File: config.mk
export PLATFORM = sky130hd
export DESIGN_NAME = turbo_frame_sched_flat
export DESIGN_NICKNAME = d
export VERILOG_FILES = /design/src/rtl/turbo_frame_sched_pkg.sv /design/src/rtl/turbo_frame_sched_if.sv /design/src/rtl/turbo_frame_sched_strobe_div.sv /design/src/rtl/turbo_frame_sched.sv /design/src/flat_wrapper.sv
export SDC_FILE = /design/constraint.sdc
export NUM_CORES = 1
export LEC_CHECK = 0
export ABC_AREA = 1
export BUFFER_PORTS_ARGS = -buffer_cell sky130_fd_sc_hd__buf_2
export CORE_MARGIN = 2
export CORE_UTILIZATION = 54
export CTS_BUF_LIST = sky130_fd_sc_hd__clkbuf_4 sky130_fd_sc_hd__clkbuf_8
export DETAILED_ROUTE_END_ITERATION = 7
export HOLD_SLACK_MARGIN = 0.06
export PLACE_DENSITY_LB_ADDON = 0.08
export RECOVER_POWER = 50
export SLEW_MARGIN = 20
export SYNTH_ARGS = -nofsm -noshare
export SYNTH_HDL_FRONTEND = slang
export SYNTH_SLANG_ARGS = --single-unit
File: constraint.sdc
create_clock -name clk -period 1.6 [get_ports clk]
set_clock_uncertainty 0.15 [all_clocks]
set_input_delay 0.32 -clock clk [delete_from_list [all_inputs] [get_ports clk]]
set_output_delay 0.32 -clock clk [all_outputs]
set_load 0.02 [all_outputs]
File: src/rtl/turbo_frame_sched_pkg.sv
// rtl/turbo_frame_sched_pkg.sv - shared state encoding and default sizes for the turbo frame sequencer
package turbo_pkg;

    typedef enum logic [2:0] {
        IDLE  = 3'd0,
        CLEAR = 3'd1,
        LOAD  = 3'd2,
        TAIL  = 3'd3,
        DRAIN = 3'd4,
        DONE  = 3'd5,
        ABORT = 3'd6
    } state_e;

    localparam int unsigned FRAME_LEN_DEF = 40;
    localparam int unsigned TAIL_LEN_DEF  = 3;
    localparam int unsigned DRAIN_LEN_DEF = 4;
    localparam int unsigned DIV_DEF       = 2;
    localparam int unsigned CNT_W_DEF     = 8;

endpackage

File: src/rtl/turbo_frame_sched_if.sv
// rtl/turbo_frame_sched_if.sv - source bit stream handshake between bit source and frame sequencer
interface turbo_frame_sched_if;

    logic in_valid;
    logic in_bit;
    logic in_ready;

    modport master (output in_valid, output in_bit, input in_ready);
    modport slave  (input in_valid, input in_bit, output in_ready);

endinterface

File: src/rtl/turbo_frame_sched_strobe_div.sv
// rtl/turbo_frame_sched_strobe_div.sv - free-running clock divider producing the encoder strobe tick
module strobe_div #(
    parameter int unsigned DIV = 2
) (
    input  logic clk,
    input  logic rst_N,
    input  logic sync_clr,
    output logic tick
);

    localparam int unsigned W = (DIV > 1) ? $clog2(DIV) : 1;

    logic [W-1:0] div_q;
    logic [W-1:0] div_d;

    always_comb begin
        div_d = div_q + W'(1);
        if (sync_clr || (div_q == W'(DIV - 1))) begin
            div_d = '0;
        end
    end

    always_ff @(posedge clk or negedge rst_N) begin
        if (!rst_N) begin
            div_q <= '0;
        end else begin
            div_q <= div_d;
        end
    end

    assign tick = (div_q == W'(DIV - 1));

endmodule

File: src/rtl/turbo_frame_sched.sv
// rtl/turbo_frame_sched.sv - turbo encoder frame sequencer; TURBO_SCHED_ABORT_EN adds the abort input
module turbo_frame_sched
    import turbo_pkg::*;
#(
    parameter int unsigned FRAME_LEN = FRAME_LEN_DEF,
    parameter int unsigned TAIL_LEN  = TAIL_LEN_DEF,
    parameter int unsigned DRAIN_LEN = DRAIN_LEN_DEF,
    parameter int unsigned DIV       = DIV_DEF,
    parameter int unsigned CNT_W     = CNT_W_DEF
) (
    input  logic                 clk,
    input  logic                 rst_N,
    input  logic                 start,
`ifdef TURBO_SCHED_ABORT_EN
    input  logic                 abort,
`endif
    turbo_frame_sched_if.slave   src,
    output logic                 enc_en,
    output logic                 enc_bit,
    output logic                 enc_clr,
    output logic                 mode,
    output logic                 busy,
    output logic                 done,
    output logic [15:0]          frame_cnt
);

    state_e             state_q, state_d;
    logic [CNT_W-1:0]   cnt_q, cnt_d;
    logic               enc_en_q, enc_en_d;
    logic               enc_bit_q, enc_bit_d;
    logic               enc_clr_q, enc_clr_d;
    logic               mode_q, mode_d;
    logic               busy_q, busy_d;
    logic               done_q, done_d;
    logic [15:0]        frame_cnt_q, frame_cnt_d;
    logic               tick;
    logic               take;
    logic               abort_req;

    // Divider restarts in CLEAR so the first data tick lands DIV cycles into LOAD.
    strobe_div #(.DIV(DIV)) u_div (
        .clk      (clk),
        .rst_N    (rst_N),
        .sync_clr (state_q == CLEAR),
        .tick     (tick)
    );

`ifdef TURBO_SCHED_ABORT_EN
    assign abort_req = abort && (state_q inside {CLEAR, LOAD, TAIL, DRAIN});
`else
    assign abort_req = 1'b0;
`endif

    assign src.in_ready = (state_q == LOAD) && tick;
    assign take         = src.in_ready && src.in_valid && !abort_req;

    always_comb begin
        state_d     = state_q;
        cnt_d       = cnt_q;
        enc_en_d    = 1'b0;
        enc_bit_d   = 1'b0;
        enc_clr_d   = 1'b0;
        done_d      = 1'b0;
        frame_cnt_d = frame_cnt_q;
        // mode trails the state by one cycle so it lines up with the registered strobe
        mode_d      = (state_q == TAIL);
        unique case (state_q)
            IDLE: begin
                if (start) begin
                    state_d   = CLEAR;
                    enc_clr_d = 1'b1;
                end
            end
            CLEAR: begin
                state_d = LOAD;
                cnt_d   = '0;
            end
            LOAD: begin
                if (take) begin
                    enc_en_d  = 1'b1;
                    enc_bit_d = src.in_bit;
                    if (cnt_q == CNT_W'(FRAME_LEN - 1)) begin
                        cnt_d   = '0;
                        state_d = TAIL;
                    end else begin
                        cnt_d = cnt_q + CNT_W'(1);
                    end
                end
            end
            TAIL: begin
                if (tick) begin
                    enc_en_d = 1'b1;
                    if (cnt_q == CNT_W'(TAIL_LEN - 1)) begin
                        cnt_d   = '0;
                        state_d = DRAIN;
                    end else begin
                        cnt_d = cnt_q + CNT_W'(1);
                    end
                end
            end
            DRAIN: begin
                if (tick) begin
                    enc_en_d = 1'b1;
                    if (cnt_q == CNT_W'(DRAIN_LEN - 1)) begin
                        cnt_d       = '0;
                        state_d     = DONE;
                        done_d      = 1'b1;
                        frame_cnt_d = frame_cnt_q + 16'd1;
                    end else begin
                        cnt_d = cnt_q + CNT_W'(1);
                    end
                end
            end
            DONE:    state_d = IDLE;
            default: state_d = IDLE;
        endcase
        if (abort_req) begin
            state_d     = ABORT;
            cnt_d       = '0;
            enc_clr_d   = 1'b1;
            enc_en_d    = 1'b0;
            enc_bit_d   = 1'b0;
            mode_d      = 1'b0;
            done_d      = 1'b0;
            frame_cnt_d = frame_cnt_q;
        end
        busy_d = (state_d != IDLE);
    end

    always_ff @(posedge clk or negedge rst_N) begin
        if (!rst_N) begin
            state_q     <= IDLE;
            cnt_q       <= '0;
            enc_en_q    <= 1'b0;
            enc_bit_q   <= 1'b0;
            enc_clr_q   <= 1'b0;
            mode_q      <= 1'b0;
            busy_q      <= 1'b0;
            done_q      <= 1'b0;
            frame_cnt_q <= '0;
        end else begin
            state_q     <= state_d;
            cnt_q       <= cnt_d;
            enc_en_q    <= enc_en_d;
            enc_bit_q   <= enc_bit_d;
            enc_clr_q   <= enc_clr_d;
            mode_q      <= mode_d;
            busy_q      <= busy_d;
            done_q      <= done_d;
            frame_cnt_q <= frame_cnt_d;
        end
    end

    assign enc_en    = enc_en_q;
    assign enc_bit   = enc_bit_q;
    assign enc_clr   = enc_clr_q;
    assign mode      = mode_q;
    assign busy      = busy_q;
    assign done      = done_q;
    assign frame_cnt = frame_cnt_q;

endmodule

File: src/flat_wrapper.sv
// flat-port wrapper written by rule: the top's interface ports become plain ports
module turbo_frame_sched_flat import turbo_pkg::*;
#(
    parameter int unsigned FRAME_LEN = FRAME_LEN_DEF,
    parameter int unsigned TAIL_LEN  = TAIL_LEN_DEF,
    parameter int unsigned DRAIN_LEN = DRAIN_LEN_DEF,
    parameter int unsigned DIV       = DIV_DEF,
    parameter int unsigned CNT_W     = CNT_W_DEF
)
  (clk, rst_N, start, enc_en, enc_bit, enc_clr, mode, busy, done, frame_cnt, src_in_valid, src_in_bit, src_in_ready);
  turbo_frame_sched_if src_i ();
  input  logic clk;
  input  logic rst_N;
  input  logic start;
  output logic enc_en;
  output logic enc_bit;
  output logic enc_clr;
  output logic mode;
  output logic busy;
  output logic done;
  output logic [15:0] frame_cnt;
  input wire logic [$bits(src_i.in_valid)-1:0] src_in_valid;
  input wire logic [$bits(src_i.in_bit)-1:0] src_in_bit;
  output wire logic [$bits(src_i.in_ready)-1:0] src_in_ready;
  assign src_i.in_valid = src_in_valid;
  assign src_i.in_bit = src_in_bit;
  assign src_in_ready = src_i.in_ready;
  turbo_frame_sched #(.FRAME_LEN(FRAME_LEN), .TAIL_LEN(TAIL_LEN), .DRAIN_LEN(DRAIN_LEN), .DIV(DIV), .CNT_W(CNT_W)) u_core (.clk(clk), .rst_N(rst_N), .start(start), .src(src_i), .enc_en(enc_en), .enc_bit(enc_bit), .enc_clr(enc_clr), .mode(mode), .busy(busy), .done(done), .frame_cnt(frame_cnt));
endmodule
==> results.py <==
metrics = {
    "layout": {
        "most-common-layout-cells": "97 x nand2_1, 33 x buf_4, 32 x dfrtp_1, 26 x inv_1, 26 x buf_2",
        "area_growth_pct": 34.0,
        "drive_gt1_share_pct": 34.2,
        "antennaDiodeCount": 0,
        "final_area_um2": 2730,
        "multi_input_area_um2": 1150,
        "layout.cells.most_common": "nand2_1",
        "fin_nets": 358,
        "seq_area_um2": 853,
        "instances_no_fill": 399,
        "fillers": 288,
    },
    "detailed_routing": {
        "drt_pass1_iterations": 4,
        "drc": 0,
        "antenna_left": 0,
        "num_vias": 2037,
        "vias_per_cell": 5.11,
        "drt-total-wl_mm": 4.99,
        "wl_per_cell_um": 12.5,
        "drtIter0Drc": 145,
    },
    "timing": {
        "fmax_mhz": 587,
        "worst_slack_ps": -103,
        "period_share_pct": 106,
        "final.min_clock_period_ps": 1700,
        "slew_headroom_pct": 71.2,
        "hold_viol": 0,
        "slew_viol_final": 0,
        "setup_violations": 22,
        "worst_pin_slew_ps": 431,
        "rsz0062_at_grt": "yes",
        "timing.hold.ws_ps": 82.8,
    },
    "clocking": {
        "htreeDepth": 2,
        "path_clk_slew_ps": 60,
        "cts_root_buf": "clkbuf_8",
        "clock-sinks": 34,
        "clk_latency_ps": 290,
        "cts_inserted_buffers": 5,
        "cts_tree": "yes",
        "cts_buffer_depth": 2,
    },
    "critical_path": {
        "rr_worst_depth": 6,
        "r2r_slack_ps": -70,
        "r2r-end": "u_core.frame_cnt[5]",
        "critPathKind": "reg -> out",
        "setup.worst_path.end_class": "primary output",
        "cp_max_fo": 3,
        "worstPathArrival_ps": 1230,
        "critPathRequiredTime_ps": 1130,
        "rr_startpoint": "u_core.cnt_q[0]",
        "worstSetupStartpointType": "flip-flop",
    },
    "floorplan": {
        "io_pins": 28,
        "start_util_pct": 56.1,
        "fp.dieH_um": 65.4,
        "die_w_um": 65.4,
        "row_count": 22,
        "core_area_um2": 3630,
        "dieArea_um2": 4280,
    },
    "synthesis": {
        "netlist.area_leader.share_pct": 41.8,
        "syn-cell-area_um2": 2040,
        "ys.flop_type": "dfrtp_1",
        "syn_avg_cell_area_um2": 7.27,
        "synth_top_area_cell": "dfrtp_1",
        "seq_area_frac_synth_pct": 41.8,
        "synth_edf_count": 0,
        "synth_fp_nets": 288,
        "syn-instance-count": 280,
        "ys_seq_elements": 34,
        "synthArstFlopShare_pct": 100,
        "synth_area_leaders": "dfrtp_1 42%, nand2_1 20%, nand3_1 6.4%",
        "synth.distinct_cells": 27,
        "yosysWarnings": 0,
    },
    "global_routing": {
        "grt-ovfl-total": 0,
        "antenna_found_initial": 0,
        "grt_pass1_wl_mm": 8.22,
        "grt_pass1_vias": 1923,
        "grt_start_max_net_pins": 20,
        "track_usage_pct": 25.0,
    },
    "power": {
        "leakage_nw": 1.45,
        "finalPower_w": 0.00331,
        "power_density_nw_per_um2": 1210,
        "peakVddDrop_mv": 1.17,
    },
    "outcome": {
        "violations": "negative setup slack",
        "status": "complete, but fails checks",
    },
    "placed_design": {
        "dp_hpwl_mm": 3.44,
        "placedCellCount": 380,
        "gp_congestion": 0.887,
        "place_area_um2": 2430,
        "portBuffers": 27,
    },
    "hold_path": {
        "hold_start": "src_in_bit",
        "min_to": "u_core.enc_bit",
        "min_path_type": "in -> reg",
        "hold_depth": 3,
    },
    "job": {
        "cap_violations": 0,
    },
}
## worst max-delay path by stage
stage | startpoint | to | slack (ps) | cells after the start
floorplan | u_core.frame_cnt[1] | u_core.frame_cnt[14] | 10 | 8
global placement | u_core.cnt_q[0] | u_core.busy | -60 | 8
detailed placement | u_core.cnt_q[0] | u_core.busy | -60 | 8
CTS | u_core.state_q[1] | src_in_ready | -70 | 5
global route | u_core.cnt_q[0] | u_core.busy | -180 | 8
finish | u_core.state_q[1] | src_in_ready | -100 | 5
## metrics by stage
stage               TNS [ps]  worst slack, ps  util [%]
floorplan                  0             13.2         -
global placement       -74.0            -58.3      66.8
detailed placement      -173            -59.6      66.8
CTS                     -109            -74.2      71.2
global route           -3130             -182      75.1
finish                  -958             -103      75.1
## synth_stat cells, types with 2 or more instances
cell type	instances
xnor2_1	3
o211ai_1	2
inv_1	29
nand3_1	26
nor3_1	5
o21ai_0	8
nand2_2	4
nand4_1	5
nor2_2	2
nand2_1	106
nor2_4	4
ha_1	3
buf_6	3
xor2_1	8
nor2_1	27
dfrtp_1	34
## registers in the layout, summed over array words and instances, names as in the netlist
signal             count
u_core.u_div.tick      1
u_core.mode            1
u_core.state_q         3
u_core.cnt_q           8
u_core.done            1
u_core.enc_clr         1
u_core.frame_cnt      16
u_core.busy            1
u_core.enc_bit         1
u_core.enc_en          1
## worst max-delay path, cell delays in order (launching register included)
cell and delay, ps:
dfrtp_1 420, inv_2 80, nor2_2 150, nand2_2 80, nor2_2 100, buf_6 130
## cells by family (layout without fill, tap and decap cells)
| logic type | after synthesis | in the layout | synth area share [%] |
|---|---|---|---|
| flip-flops | 34 | 34 | 41.8 |
| buffers and inverters | 35 | 105 | 7.74 |
| AO/OA/AOI/OAI | 16 | 16 | 5.22 |
| XOR/XNOR | 11 | 11 | 4.73 |
| adder cells (fa/ha/maj) | 3 | 3 | 1.84 |
| AND/OR/NAND/NOR | 181 | 182 | 38.7 |
## area by class of cell
class,count,share of cell area [%]
Multi-Input combinational cell,212,42.3
Sequential cell,34,31.3
Timing Repair Buffer,66,16.3
Inverter,31,4.45
Clock buffer,7,3.30
Tap cell,48,2.20
Clock inverter,1,0.183
## report_power, final
part / switching [W] / internal [W] / leakage, nW
sequential: 0.000102 / 0.000983 / 0.457
combinational: 0.000917 / 0.000644 / 0.938
clock: 0.000305 / 0.000364 / 0.0517
total: 0.00132 / 0.00199 / 1.45
## repair_timing
item,4_1_cts,5_1_grt
endpoints found under the setup margin,15,26
hold endpoints to repair,15,0
gates cloned,1,0
hold buffers,1,0
setup buffers,2,7
gates resized for setup,9,36
pin swaps,4,16
## layer usage
| metal | GRT usage (%) | share of wire [%] | vias to the layer above |
|---|---|---|---|
| met5 | 0 | 0 | - |
| met4 | 11.7 | 2.5 | 0 |
| met3 | 6.34 | 4.7 | 12 |
| met2 | 42.6 | 51 | 55 |
| met1 | 29.5 | 42 | 950 |
| li1 | - | - | 1020 |
No activity file was read; power rests on OpenSTA's default activity.
